$ cat src/rtl/ssd_pkg.sv
// ssd_pkg: shared display-bus definitions.
//   Character code constants (also imported by the lock FSM), the
//   all-segments-off pattern, the code typedef and the scan state enum.
package ssd_pkg;

    localparam int NUM_DIGITS = 4;
    localparam int CODE_W     = 5;

    typedef logic [CODE_W-1:0] ssd_code_t;

    // 0x00-0x0F are hex glyphs; letters live above them.
    localparam ssd_code_t SSD_BLANK = 5'h10;
    localparam ssd_code_t SSD_DASH  = 5'h11;
    localparam ssd_code_t SSD_L     = 5'h12;
    localparam ssd_code_t SSD_P     = 5'h13;
    localparam ssd_code_t SSD_U     = 5'h14;
    localparam ssd_code_t SSD_N     = 5'h15;
    localparam ssd_code_t SSD_O     = 5'h16;
    localparam ssd_code_t SSD_R     = 5'h17;

    // Active-low segments, bit 0 = a ... bit 6 = g.
    localparam logic [6:0] SEG_OFF = 7'h7F;

    // Encoding equals the digit index driven in that state.
    typedef enum logic [1:0] {S0 = 2'd0, S1 = 2'd1, S2 = 2'd2, S3 = 2'd3} scan_state_t;

endpackage

$ cat src/rtl/ssd_glyph_decode.sv
// ssd_glyph_decode: combinational character code -> seven-segment pattern.
//   code : 5-bit character code (hex 0-F, blank, dash, L P U n o r)
//   seg  : active-low segments, seg[0] = a .. seg[6] = g
//   Unused codes (0x18-0x1F) decode to blank.
module ssd_glyph_decode
    import ssd_pkg::*;
(
    input  ssd_code_t  code,
    output logic [6:0] seg
);

    always_comb begin
        seg = SEG_OFF;
        case (code)
            5'h00:    seg = 7'h40;
            5'h01:    seg = 7'h79;
            5'h02:    seg = 7'h24;
            5'h03:    seg = 7'h30;
            5'h04:    seg = 7'h19;
            5'h05:    seg = 7'h12;
            5'h06:    seg = 7'h02;
            5'h07:    seg = 7'h78;
            5'h08:    seg = 7'h00;
            5'h09:    seg = 7'h10;
            5'h0A:    seg = 7'h08;
            5'h0B:    seg = 7'h03;
            5'h0C:    seg = 7'h46;
            5'h0D:    seg = 7'h21;
            5'h0E:    seg = 7'h06;
            5'h0F:    seg = 7'h0E;
            SSD_DASH: seg = 7'h3F;
            SSD_L:    seg = 7'h47;
            SSD_P:    seg = 7'h0C;
            SSD_U:    seg = 7'h41;
            SSD_N:    seg = 7'h2B;
            SSD_O:    seg = 7'h23;
            SSD_R:    seg = 7'h2F;
            default:  seg = SEG_OFF;
        endcase
    end

endmodule

$ cat src/rtl/ssd_scan_driver.sv
// ssd_scan_driver: 4-digit common-anode seven-segment scan driver.
//   Captures four 5-bit codes into a pending register, promotes them to the
//   displayed (active) register only at frame boundaries, scans one digit per
//   SCAN_DIV cycles and blanks blink-enabled digits on the odd blink phase.
// Ports:
//   clk, rst          : clock, synchronous active-high reset
//   codes[19:0]       : digit 3 in [19:15] .. digit 0 in [4:0]
//   load              : capture strobe for codes
//   blink_mask[3:0]   : per-digit blink enable, used live
//   an[3:0]           : anodes, active-low (registered)
//   seg[6:0]          : segments a..g, active-low (registered)
//   frame_start       : pulse on first output cycle of the digit 0 slot
// Build option: define SSD_GHOST_GUARD_EN to blank the first GUARD cycles of
//   every slot (anti-ghosting). Without it GUARD has no effect.
module ssd_scan_driver
    import ssd_pkg::*;
#(
    parameter int SCAN_DIV  = 100000,
    parameter int BLINK_DIV = 50000000,
    parameter int GUARD     = 2
) (
    input  logic        clk,
    input  logic        rst,
    input  logic [19:0] codes,
    input  logic        load,
    input  logic [3:0]  blink_mask,
    output logic [3:0]  an,
    output logic [6:0]  seg,
    output logic        frame_start
);

    localparam int SW = (SCAN_DIV  > 1) ? $clog2(SCAN_DIV)  : 1;
    localparam int BW = (BLINK_DIV > 1) ? $clog2(BLINK_DIV) : 1;
    localparam logic [SW-1:0] SLOT_LAST  = SW'(SCAN_DIV - 1);
    localparam logic [BW-1:0] BLINK_LAST = BW'(BLINK_DIV - 1);
    localparam logic [SW-1:0] GUARD_CNT  = SW'(GUARD);

`ifdef SSD_GHOST_GUARD_EN
    localparam bit GUARD_EN = 1'b1;
`else
    localparam bit GUARD_EN = 1'b0;
`endif

    localparam logic [19:0] ALL_BLANK = {NUM_DIGITS{SSD_BLANK}};

    scan_state_t state_q, state_d;
    logic [1:0]      idx;
    logic [SW-1:0]   slot_cnt;
    logic [BW-1:0]   blink_cnt;
    logic            blink_ph;

    ssd_code_t [NUM_DIGITS-1:0] pending, active;
    logic                       pend_v;

    logic slot_end, frame_end;
    logic drive_on;
    ssd_code_t  cur_code;
    logic [6:0] glyph;
    logic [3:0] an_d;
    logic [6:0] seg_d;
    logic       fs_d;

    assign idx       = state_q;
    assign slot_end  = (slot_cnt == SLOT_LAST);
    assign frame_end = slot_end && (state_q == S3);

    // ---------------- scan FSM: state register ----------------
    always_ff @(posedge clk) begin
        if (rst) state_q <= S0;
        else     state_q <= state_d;
    end

    // ---------------- scan FSM: next state ----------------
    always_comb begin
        state_d = state_q;
        if (slot_end) begin
            case (state_q)
                S0: state_d = S1;
                S1: state_d = S2;
                S2: state_d = S3;
                S3: state_d = S0;
                default: state_d = S0;
            endcase
        end
    end

    // slot and blink counters
    always_ff @(posedge clk) begin
        if (rst || slot_end) slot_cnt <= '0;
        else                 slot_cnt <= slot_cnt + 1'b1;
    end

    always_ff @(posedge clk) begin
        if (rst) begin
            blink_cnt <= '0;
            blink_ph  <= 1'b0;
        end else if (blink_cnt == BLINK_LAST) begin
            blink_cnt <= '0;
            blink_ph  <= ~blink_ph;
        end else begin
            blink_cnt <= blink_cnt + 1'b1;
        end
    end

    // Load path: codes reach active only at a frame boundary, so a frame is
    // never torn. A load landing on the boundary bypasses pending.
    always_ff @(posedge clk) begin
        if (rst) begin
            pending <= ALL_BLANK;
            active  <= ALL_BLANK;
            pend_v  <= 1'b0;
        end else if (frame_end && load) begin
            active  <= codes;
            pend_v  <= 1'b0;
        end else begin
            if (load) begin
                pending <= codes;
                pend_v  <= 1'b1;
            end
            if (frame_end && pend_v) begin
                active <= pending;
                pend_v <= 1'b0;
            end
        end
    end

    // Single decoder shared by all digits, fed by the digit mux.
    assign cur_code = active[idx];

    ssd_glyph_decode u_decode (
        .code (cur_code),
        .seg  (glyph)
    );

    // ---------------- scan FSM: outputs ----------------
    always_comb begin
        drive_on = !(blink_ph && blink_mask[idx]);
        if (GUARD_EN && (slot_cnt < GUARD_CNT)) drive_on = 1'b0;
        an_d  = drive_on ? ~(4'b0001 << idx) : 4'b1111;
        seg_d = drive_on ? glyph : SEG_OFF;
        fs_d  = (state_q == S0) && (slot_cnt == '0);
    end

    // Outputs are registered, one cycle behind the scan position.
    always_ff @(posedge clk) begin
        if (rst) begin
            an          <= 4'b1111;
            seg         <= SEG_OFF;
            frame_start <= 1'b0;
        end else begin
            an          <= an_d;
            seg         <= seg_d;
            frame_start <= fs_d;
        end
    end

endmodule

$ cat config.mk
export PLATFORM = sky130hd
export DESIGN_NAME = ssd_scan_driver
export DESIGN_NICKNAME = d
export VERILOG_FILES = /design/src/rtl/ssd_pkg.sv /design/src/rtl/ssd_glyph_decode.sv /design/src/rtl/ssd_scan_driver.sv
export SDC_FILE = /design/constraint.sdc
export NUM_CORES = 1
export LEC_CHECK = 0
export ABC_AREA = 1
export CAP_MARGIN = 20
export CORE_MARGIN = 2
export CORE_UTILIZATION = 55
export CTS_BUF_LIST = sky130_fd_sc_hd__clkbuf_8
export DETAILED_ROUTE_END_ITERATION = 8
export GPL_ROUTABILITY_DRIVEN = 0
export PLACE_DENSITY_LB_ADDON = 0.2
export REMOVE_ABC_BUFFERS = 1
export SYNTH_ARGS = -nofsm -noshare
export SYNTH_HDL_FRONTEND = slang
export SYNTH_SLANG_ARGS = --single-unit
$ cat constraint.sdc
create_clock -name clk -period 1.8 [get_ports clk]
set_clock_uncertainty 0.1 [all_clocks]
set_input_delay 0.36 -clock clk [delete_from_list [all_inputs] [get_ports clk]]
set_output_delay 0.36 -clock clk [all_outputs]
set_load 0.005 [all_outputs]
* Word level (Yosys, flattened, before mapping)
Memories as Yosys holds them, arrays and structs flattened. A register that Yosys moved wholly into a read port is not among the register bits.
Index checks and enable logic that the tools add are counted.
** Word-level totals
- Register bits after elaboration :: 92
- ROM bits :: 224
- Input bits :: 27
- Word-level logic and storage cells :: 48
- Memories :: 1
** Cells by class
- Add/subtract/negate cells :: 2
- $lt $le $gt $ge :: 1
- Equality and inequality tests :: 5
- Shifts and indexed selects :: 1
- Muxes and demuxes :: 7
- Bitwise gates (word level) :: 3
- Reduce and logical (&&, ||, !) cells :: 13
** Memories
- (name not given) :: depth 32, width 7, rd ports 1, clocked after memory_dff 1, write ports 0, line ssd_glyph_decode.sv:14 : case (code)
** Operators with widths (number)
- $mux W20 :: 2
- $add A26 B1 Y26 const B :: 1
- $eq A26 B26 Y1 const B :: 1
- $add A17 B1 Y17 const B :: 1
- $eq A17 B17 Y1 const B :: 1
- $logic_not A17 Y1 :: 1
- $bmux W5 S2 :: 1
- $pmux W2 S4 :: 1
- $logic_and A1 B1 Y1 :: 5
- $mux W5 :: 1
- $eq A2 B2 Y1 const B :: 2
- $not A4 Y4 :: 1
- $reduce_or A2 Y1 :: 2
- $shl A1 B2 Y4 const A :: 1
- $lt A2 B3 Y1 const B :: 1
- $reduce_or A3 Y1 :: 1
- $bmux W1 S2 :: 1
- $eq A2 B1 Y1 const B :: 1
- $logic_not A2 Y1 :: 1
- $not A1 Y1 :: 2
- $reduce_and A2 Y1 :: 1
- $reduce_bool A2 Y1 :: 1
- $logic_or A1 B1 Y1 :: 1
- $mux W1 :: 1

* Depth between registers and ports, before layout
Gate-level depths: netlist (run 1).
- Depth in word-level cells :: 5
- Depth in mapped cells :: 13
- Depth with buffers taken out :: 12

* Cells and area by module
A second synthesis (run 1) with hierarchy kept.
** Second synthesis, totals
- Cell total of the unflattened synthesis :: 757
- Area, all modules :: 5326.4 µm²
** By module, submodules not included
- ssd_scan_driver :: times used 1, cells an instance 675, area each 4911.0 µm²
- ssd_glyph_decode :: times used 1, cells an instance 82, area each 415.4 µm²

* Worst setup path before layout (run 1)
No wires, ideal clock.
- Path type :: register -> register
- From :: reg state_q[0], in the netlist idx[0]
- To :: reg seg[3]
- Setup time :: 0.112 ns
- Arrival time :: 1.621 ns
- Data required time :: 1.588 ns
- Slack :: -0.033 ns
- Cell stages (with the launch flop) :: 14
- Buffers on the path :: 1
- Cell sequence :: dfxtp_1 > inv_2 > buf_2 > nand2_1 > nand3_1 > nand2_1 > inv_1 > ha_1 > inv_1 > nor2_1 > o21ai_0 > nand2_1 > nand2_1 > nand2_1
** On the way
- Word-level cells in the longest chain between the ends :: 4
** RTL lines
- start, declared :: line ssd_scan_driver.sv:46 : scan_state_t state_q, state_d;
- start signal, assigned :: line ssd_scan_driver.sv:70 : else state_q <= state_d;
- $bmux W1 S2 :: line ssd_scan_driver.sv:137 : drive_on = !(blink_ph && blink_mask[idx]);
- $mux W1 (implied by the code) :: line ssd_scan_driver.sv:137
- $logic_and A1 B1 Y1 :: line ssd_scan_driver.sv:137
- $reduce_or A2 Y1 (no source line)
- end, declared :: line ssd_scan_driver.sv:28 : output logic [6:0] seg,
Parallel ways exist; a longest one is shown, timed or not. The select of a mux whose other input is x is not followed.
A chain may end at the register's enable or synchronous reset.

* Worst setup path after layout (run 1)
Same ends and word-level chain as after synthesis.

==> impl_results.md, run 1 <==
- Post-DP HPWL: 8327 µm
- RSZ-0062 raised after global routing: true
- Row cnt: 35
- Highest clock rate: about 600 MHz
- Max VDD drop: ~0.00045 V
- Ports: 39
- TritonCTS Buffers: 9
- Slew of the pin with the lowest slew margin: around 330 ps
- 1st-iter DRT viols: 198
- Tmin final: 1673 ps
- Initial antenna violation count: 0
- MaxCap Viol Count: 0
- Global-route wire length before repair: about 19000 µm
- Port Buf Inserts: 38
- Drt total wl: roughly 11000 µm
- Endpoints failing hold: 0
- Crit Path Category: reg2reg
- Max-slew headroom: 0.7781
- Hold Path Origin: pending[6]
- Drc violations: 0
- Ys async rst share: 0
- Synth unique cells: 36
- Placeable Area: 0.009109 mm²
- Static Leak: 0.002624 µW
- Wirelength per Cell: 11.94 µm
- Ranking of synthesized cells by area: dfxtp_1 (39%), nand2_1 (17%), inv_1 (7.0%), a21oi_1 (6.2%), nand3_1 (5.6%)
- Required @ worst endpoint: around 2000 ps
- Pins Over Slew Limit: 0
- Worst r2r src: idx[0]
- Worst min-delay path category: reg2reg
- TritonRoute pass-1 iters: 5
- CTS tree: built
- Setup_tns: 0 ps
- CP Capture Type: flip-flop
- Crit Path Max Fanout: 9
- Clk buf depth: 2
- Die Area: around 0.010 mm²
- R2R setup slack: 130 ps
- R2R Path End: seg[3]
- Hold EP: pending[6]
- Final period util: 0.9294
- Pin count of the biggest net entering global routing: 27
- Layout cells sized above 1: 0.1001
- Pwr/cell area: around 700 mW/mm²
- Top cells by count, synth: nand2_1 (238), dfxtp_1 (99), inv_1 (96)
- Critical path startpoint: idx[0]
- Yosys top cell by area: dfxtp_1
- Mapped Cells: between 700 and 800
- Nets: 868
- Yosys warns: 0
- Worst path arrival time: 1830 ps
- Cell with the most instances after synthesis: nand2_1
- Clk Latency, worst-skew pair: approximately 360 ps
- Via count: 4839
- CTS Sinks: 99
- DIE HEIGHT: 100.4 µm
- Finished Core Util: 0.6658
- Initial Util: 0.5614
- Post-detailed-route count of antenna-violating nets: 0
- GRT Residual Overflow: 0
- Avg Cell Area, Syn: 6.676 µm²
- Worst hold path cell count: 2
- Power Total: just over 4000 µW
- Root Driver: clkbuf_8
- Yosys top cell area share: 0.3876
- Critical Path Source Type: flip-flop
- Fill cells: 844
- Post-synth EDFFs: 0
- Ant. Diodes: 0
- Clock transition at the registers of the reported paths: 80 ps
- Cell Area, Synth: approximately 0.0051 mm²
- Status: completed
- Post-synthesis sequential area ratio: 0.3876
- Total track usage: 0.2300
- Vias per cell: 5.148
- Vias in the first global route: 4451
- Setup violators final: 0
- Register bit total from synthesis: 99
- Area Overhead vs Synth: 18.60%
- Die Wd: 100.4 µm
- H-tree depth: 3
- R2r worst-path depth: 10
- Most used DFF post-synth: dfxtp_1
[how the worst max path moves through the flow]
stage,to,slack (ps)
after global placement,pending[9],-90
after global routing,blink_cnt[18],-0.6
after floorplan,active[0],-440
after detailed placement,pending[14],-120
final,seg[3],130
after CTS,seg[3],5
[layout by cell type, fill, tap and decap left out, types with 2 or more instances in the layout]
master           count
a21oi_1             63
a31oi_1              2
buf_12               3
buf_4               34
bufinv_16            3
clkbuf_8             9
clkdlybuf4s50_1     38
clkinv_1             2
dfxtp_1             95
dfxtp_2              2
dfxtp_4              2
ha_1                13
inv_1               94
inv_2                7
nand2_1            237
nand2_2              4
nand3_1             57
nand3_2              2
nand3b_1             3
nand4_1             13
nor2_1              68
nor2_2               5
nor2_4               3
nor3_1               6
nor3b_1              6
nor4_1               2
o211ai_1             7
o21ai_0             18
o21ai_1              2
or2_0                3
or2_2                3
xnor2_1              6
xor2_1               9
[flip-flops by register name (all words and copies together), names as in the netlist]
register     flops
active          20
an               4
blink_cnt       26
blink_ph         1
frame_start      1
idx              2
pend_v           1
pending         20
seg              7
slot_cnt        17
[worst max-delay path: stages, from the launching register on]
cell,delay (ps)
dfxtp_4,380
inv_4,100
nand2_1,60
nand3_1,60
nand2_1,70
buf_4,150
ha_1,240
o211ai_1,230
nand2_1,70
nand2_1,60
nand2_1,40
[cell families (layout without fill, tap and decap cells)]
group / count (synthesis) / in the layout / synth area share
and+or+nand+nor: 415 / 415 / 0.3514
buffers and inverters: 129 / 192 / 0.1040
DFF: 99 / 99 / 0.3876
AOI/OAI and AO/OA: 94 / 94 / 0.09714
xor gates and xnor gates: 15 / 15 / 0.02569
adders and majority gates: 14 / 14 / 0.03426
[metal layers]
| layer | GRT usage | vias to the layer above | routed length [µm] |
|---|---|---|---|
| li1 | - | 2529 | - |
| met1 | 0.2651 | 2156 | 4848 |
| met2 | 0.4197 | 131 | 5661 |
| met3 | 0.04387 | 23 | 453 |
| met4 | 0.08746 | 0 | 257 |
| met5 | 0 | - | 0 |
[final cells by class]
class                      count  area (µm²)  area share
multi-input combinational    538        2620      0.4320
sequential                    99        1992      0.3285
timing repair buffer          76       706.9      0.1166
inverter                     103       389.1     0.06416
tap                          111       138.9     0.02290
clock buffer                   9       123.9     0.02043
clock inverter                 4       93.84     0.01547
[timing repair]
item,4_1_cts,5_1_grt
setup buffers,0,3
hold buffers,0,0
resized for setup,0,19
setup endpoints to repair,0,60
[where the power goes]
part / internal [µW] / switching (µW) / total [µW] / leakage (µW)
registers: 2230 / 23.2 / 2250 / 0.000806
logic: 137 / 144 / 281 / 0.00171
clock network: 896 / 709 / 1610 / 0.000112
total: 3260 / 877 / 4140 / 0.00262
[stage by stage]
stage / setup slack, ps / area (µm²) / hold slack (ps) / instances
floorplan: -440.6 / 4969 / 328.4 / 740
global placement: -88.11 / 5788 / 345.8 / 924
detailed placement: -119.7 / 5788 / 352.5 / 924
CTS: 5.324 / 6006 / 365.9 / 937
global route: -0.5724 / 6065 / 389.9 / 940
finish: 127.0 / 6065 / 363.4 / 940
(Power assumes the default switching activity.)
==> run 2: changes to the inputs <==
==> constraint.sdc (replaced) <==
create_clock -name clk -period 1.35 [get_ports clk]
set_clock_uncertainty 0.1 [all_clocks]
set_input_delay 0.27 -clock clk [delete_from_list [all_inputs] [get_ports clk]]
set_output_delay 0.27 -clock clk [all_outputs]
set_load 0.005 [all_outputs]
==> impl_results.md, run 2 (synthesis results as in run 1) <==
- Reg area: 0.002034 mm² (was 0.001992 mm²)
- Setup violators final: 103 (was 0)
- Static Leak: 0.003607 µW (was 0.002624 µW)
- Hold EP: pending[6] (unchanged)
- Port Buf Inserts: 38 (unchanged)
- Most frequent cells in the layout: nand2_1 (160), buf_4 (120), inv_1 (82) (was nand2_1 (237), dfxtp_1 (95), inv_1 (94))
- Top flop regs: blink_cnt: 26 flops, active: 20 flops, pending: 20 flops (unchanged)
- Final worst slack: -511.8 ps (was 127.0 ps)
- CTS Sinks: 99 (unchanged)
- Endpoints failing hold: 0 (unchanged)
- Placed Instances: 999 (was 924)
- Wirelength per Cell: 24.75 µm (was 11.94 µm)
- Pins Over Slew Limit: 0 (unchanged)
- Seq pwr share: 0.528 (was 0.544)
- H-tree depth: 3 (unchanged)
- Nets: 997 (was 868)
- Multi-input logic area: 0.004016 mm² (was 0.002620 mm²)
- Placeable Area: 0.009109 mm² (unchanged)
- Net switching fraction of the power: 0.2778 (was 0.2119)
- Worst path arrival time: 2090 ps (was 1830 ps)
- Fill cells: 223 (was 844)
- Setup_tns: -34860 ps (was 0 ps)
- Clock transition at the registers of the reported paths: 110 ps (was 80 ps)
- Pwr/cell area: 659.6 mW/mm² (was 682.3 mW/mm²)
- GRT Residual Overflow: 0 (unchanged)
- CTS tree: built (unchanged)
- TritonRoute pass-1 iters: 9 (was 5)
- Crit Path Category: reg2reg (unchanged)
- Vias in the first global route: 5854 (was 4451)
- Largest Register: blink_cnt (unchanged)
- Cell-internal power: 4132 µW (was 3261 µW)
- Most common cell after layout, fill and taps aside: nand2_1 (unchanged)
- Max reg flops: 26 (unchanged)
- Power Total: 5722 µW (was 4138 µW)
- Post-detailed-route count of antenna-violating nets: 0 (unchanged)
- # hold bufs at CTS: 0 (unchanged)
- Area Overhead vs Synth: 69.64% (was 18.60%)
- Ports: 39 (unchanged)
- Worst Hold Slack: 367.4 ps (was 363.4 ps)
- Finished Core Util: 0.9523 (was 0.6658)
- R2r worst-path depth: 8 (was 10)
- Ant. Diodes: 0 (unchanged)
- Global-route wire length before repair: 27740 µm (was 19090 µm)
- Worst r2r src: blink_cnt[18] (was idx[0])
- Total track usage: 0.3467 (was 0.2300)
- Final period util: 1.379 (was 0.9294)
- Sw Pwr: 1589 µW (was 876.9 µW)
- Pin count of the biggest net entering global routing: 25 (was 27)
- TritonCTS Buffers: 9 (unchanged)
- Max VDD drop: 0.0008530 V (was 0.0004503 V)
- Worst min-delay path category: in2reg (was reg2reg)
- 1st-iter DRT viols: 848 (was 198)
- RSZ-0062 raised after global routing: true (unchanged)
- Initial antenna violation count: 0 (unchanged)
- Critical Path Source Type: flip-flop (unchanged)
- Status: finished with violations (was completed)
- CP Capture Type: flip-flop (unchanged)
- Drt total wl: 26460 µm (was 11220 µm)
- Tmin final: 1862 ps (was 1673 ps)
- Row cnt: 35 (unchanged)
- Clk buf depth: 2 (unchanged)
- Hold Path Origin: codes[6] (was pending[6])
- Initial Util: 0.5614 (unchanged)
- Slew of the pin with the lowest slew margin: 532.8 ps (was 329.7 ps)
- Via count: 7063 (was 4839)
- DIE HEIGHT: 100.4 µm (unchanged)
- Die Wd: 100.4 µm (unchanged)
- Root Driver: clkbuf_8 (unchanged)
- R2R setup slack: -510 ps (was 130 ps)
- Die Area: 0.01009 mm² (unchanged)
- Clock power frac: 0.352 (was 0.388)
- Worst hold path cell count: 3 (was 2)
- R2R Path End: blink_cnt[25] (was seg[3])
- Post-DP HPWL: 9171 µm (was 8327 µm)
- Layout cells sized above 1: 0.5219 (was 0.1001)
- Failing checks: design-rule violations, negative setup slack
- Vias per cell: 6.607 (was 5.148)
- Combinational power share: 0.120 (was 0.068)
- Crit Path Max Fanout: 6 (was 9)
- Highest clock rate: 537.1 MHz (was 597.7 MHz)
- MaxCap Viol Count: 0 (unchanged)
- Required @ worst endpoint: 1580 ps (was 1960 ps)
- Max-slew headroom: 0.6448 (was 0.7781)
- Clk Latency, worst-skew pair: 400 ps (was 360 ps)
- Final Non-Filler Cells: 1069 (was 940)
- Drc violations: 1 (was 0)
==> run 2: changes by cell type in the layout (fill, tap and decap cells not counted), sizes merged <==
cell,previous run,this run
buf,38,162
bufinv,3,1
clkbuf,9,12
clkdlybuf4s15,0,2
clkdlybuf4s50,38,26
dlygate4sd2,0,10
inv,102,103
nand2,242,245
==> run 2: worst max path at each step <==
stage                       start            end  slack (ps)
floorplan                  idx[0]      active[0]        -890
global placement             load     pending[4]        -380
detailed placement         idx[0]         seg[3]        -470
CTS                        idx[0]         seg[3]        -300
global route        blink_cnt[18]  blink_cnt[25]        -730
finish              blink_cnt[18]  blink_cnt[25]        -510
==> run 2: worst max-delay path, stage by stage (launching register included) <==
cell and delay (ps):
dfxtp_2 450, buf_6 160, nand2_1 80, nor2_2 180, nand4_1 130, nor2_2 150, nand2_2 100, or2_0 260
a21oi_2 180
==> run 2: cell type report <==
| type | instances | share of cell area |
|---|---|---|
| flip-flops and latches | 99 | 0.2345 |
| well taps | 111 | 0.01601 |
| inverters | 103 | 0.04659 |
| multi-input cells | 541 | 0.4630 |
| clock buffers | 10 | 0.01587 |
| repair buffers | 202 | 0.2191 |
| clock inverters | 3 | 0.004904 |
==> run 2: timing repair <==
action	4_1_cts	5_1_grt
setup endpoints to repair	110	100
pin swaps	64	88
setup buffers	35	25
gates cloned	7	5
gates resized for setup	230	253
==> run 2: routing by layer <==
layer / vias up / track usage / share of wire
met2: 731 / 0.6340 / 0.45
met1: 3188 / 0.3619 / 0.32
met3: 353 / 0.08078 / 0.11
li1: 2791 / - / -
met4: 0 / 0.1970 / 0.12
met5: - / 0 / 0
==> run 2: power groups by stage <==
stage	combinational, µW	sequential (µW)	clock [µW]
after global routing	714	3030	2080
final	685	3020	2010
after CTS	477	3010	1880
after detailed placement	393	3070	0
after global placement	384	3070	0
after floorplan	173	3070	0
==> run 2: metrics by stage <==
stage,worst slack [ps],instance area (µm²)
global route,-728.9,8675
finish,-511.8,8675
detailed placement,-470.6,6339
global placement,-381.7,6339
floorplan,-890.6,4969
CTS,-301.7,7518
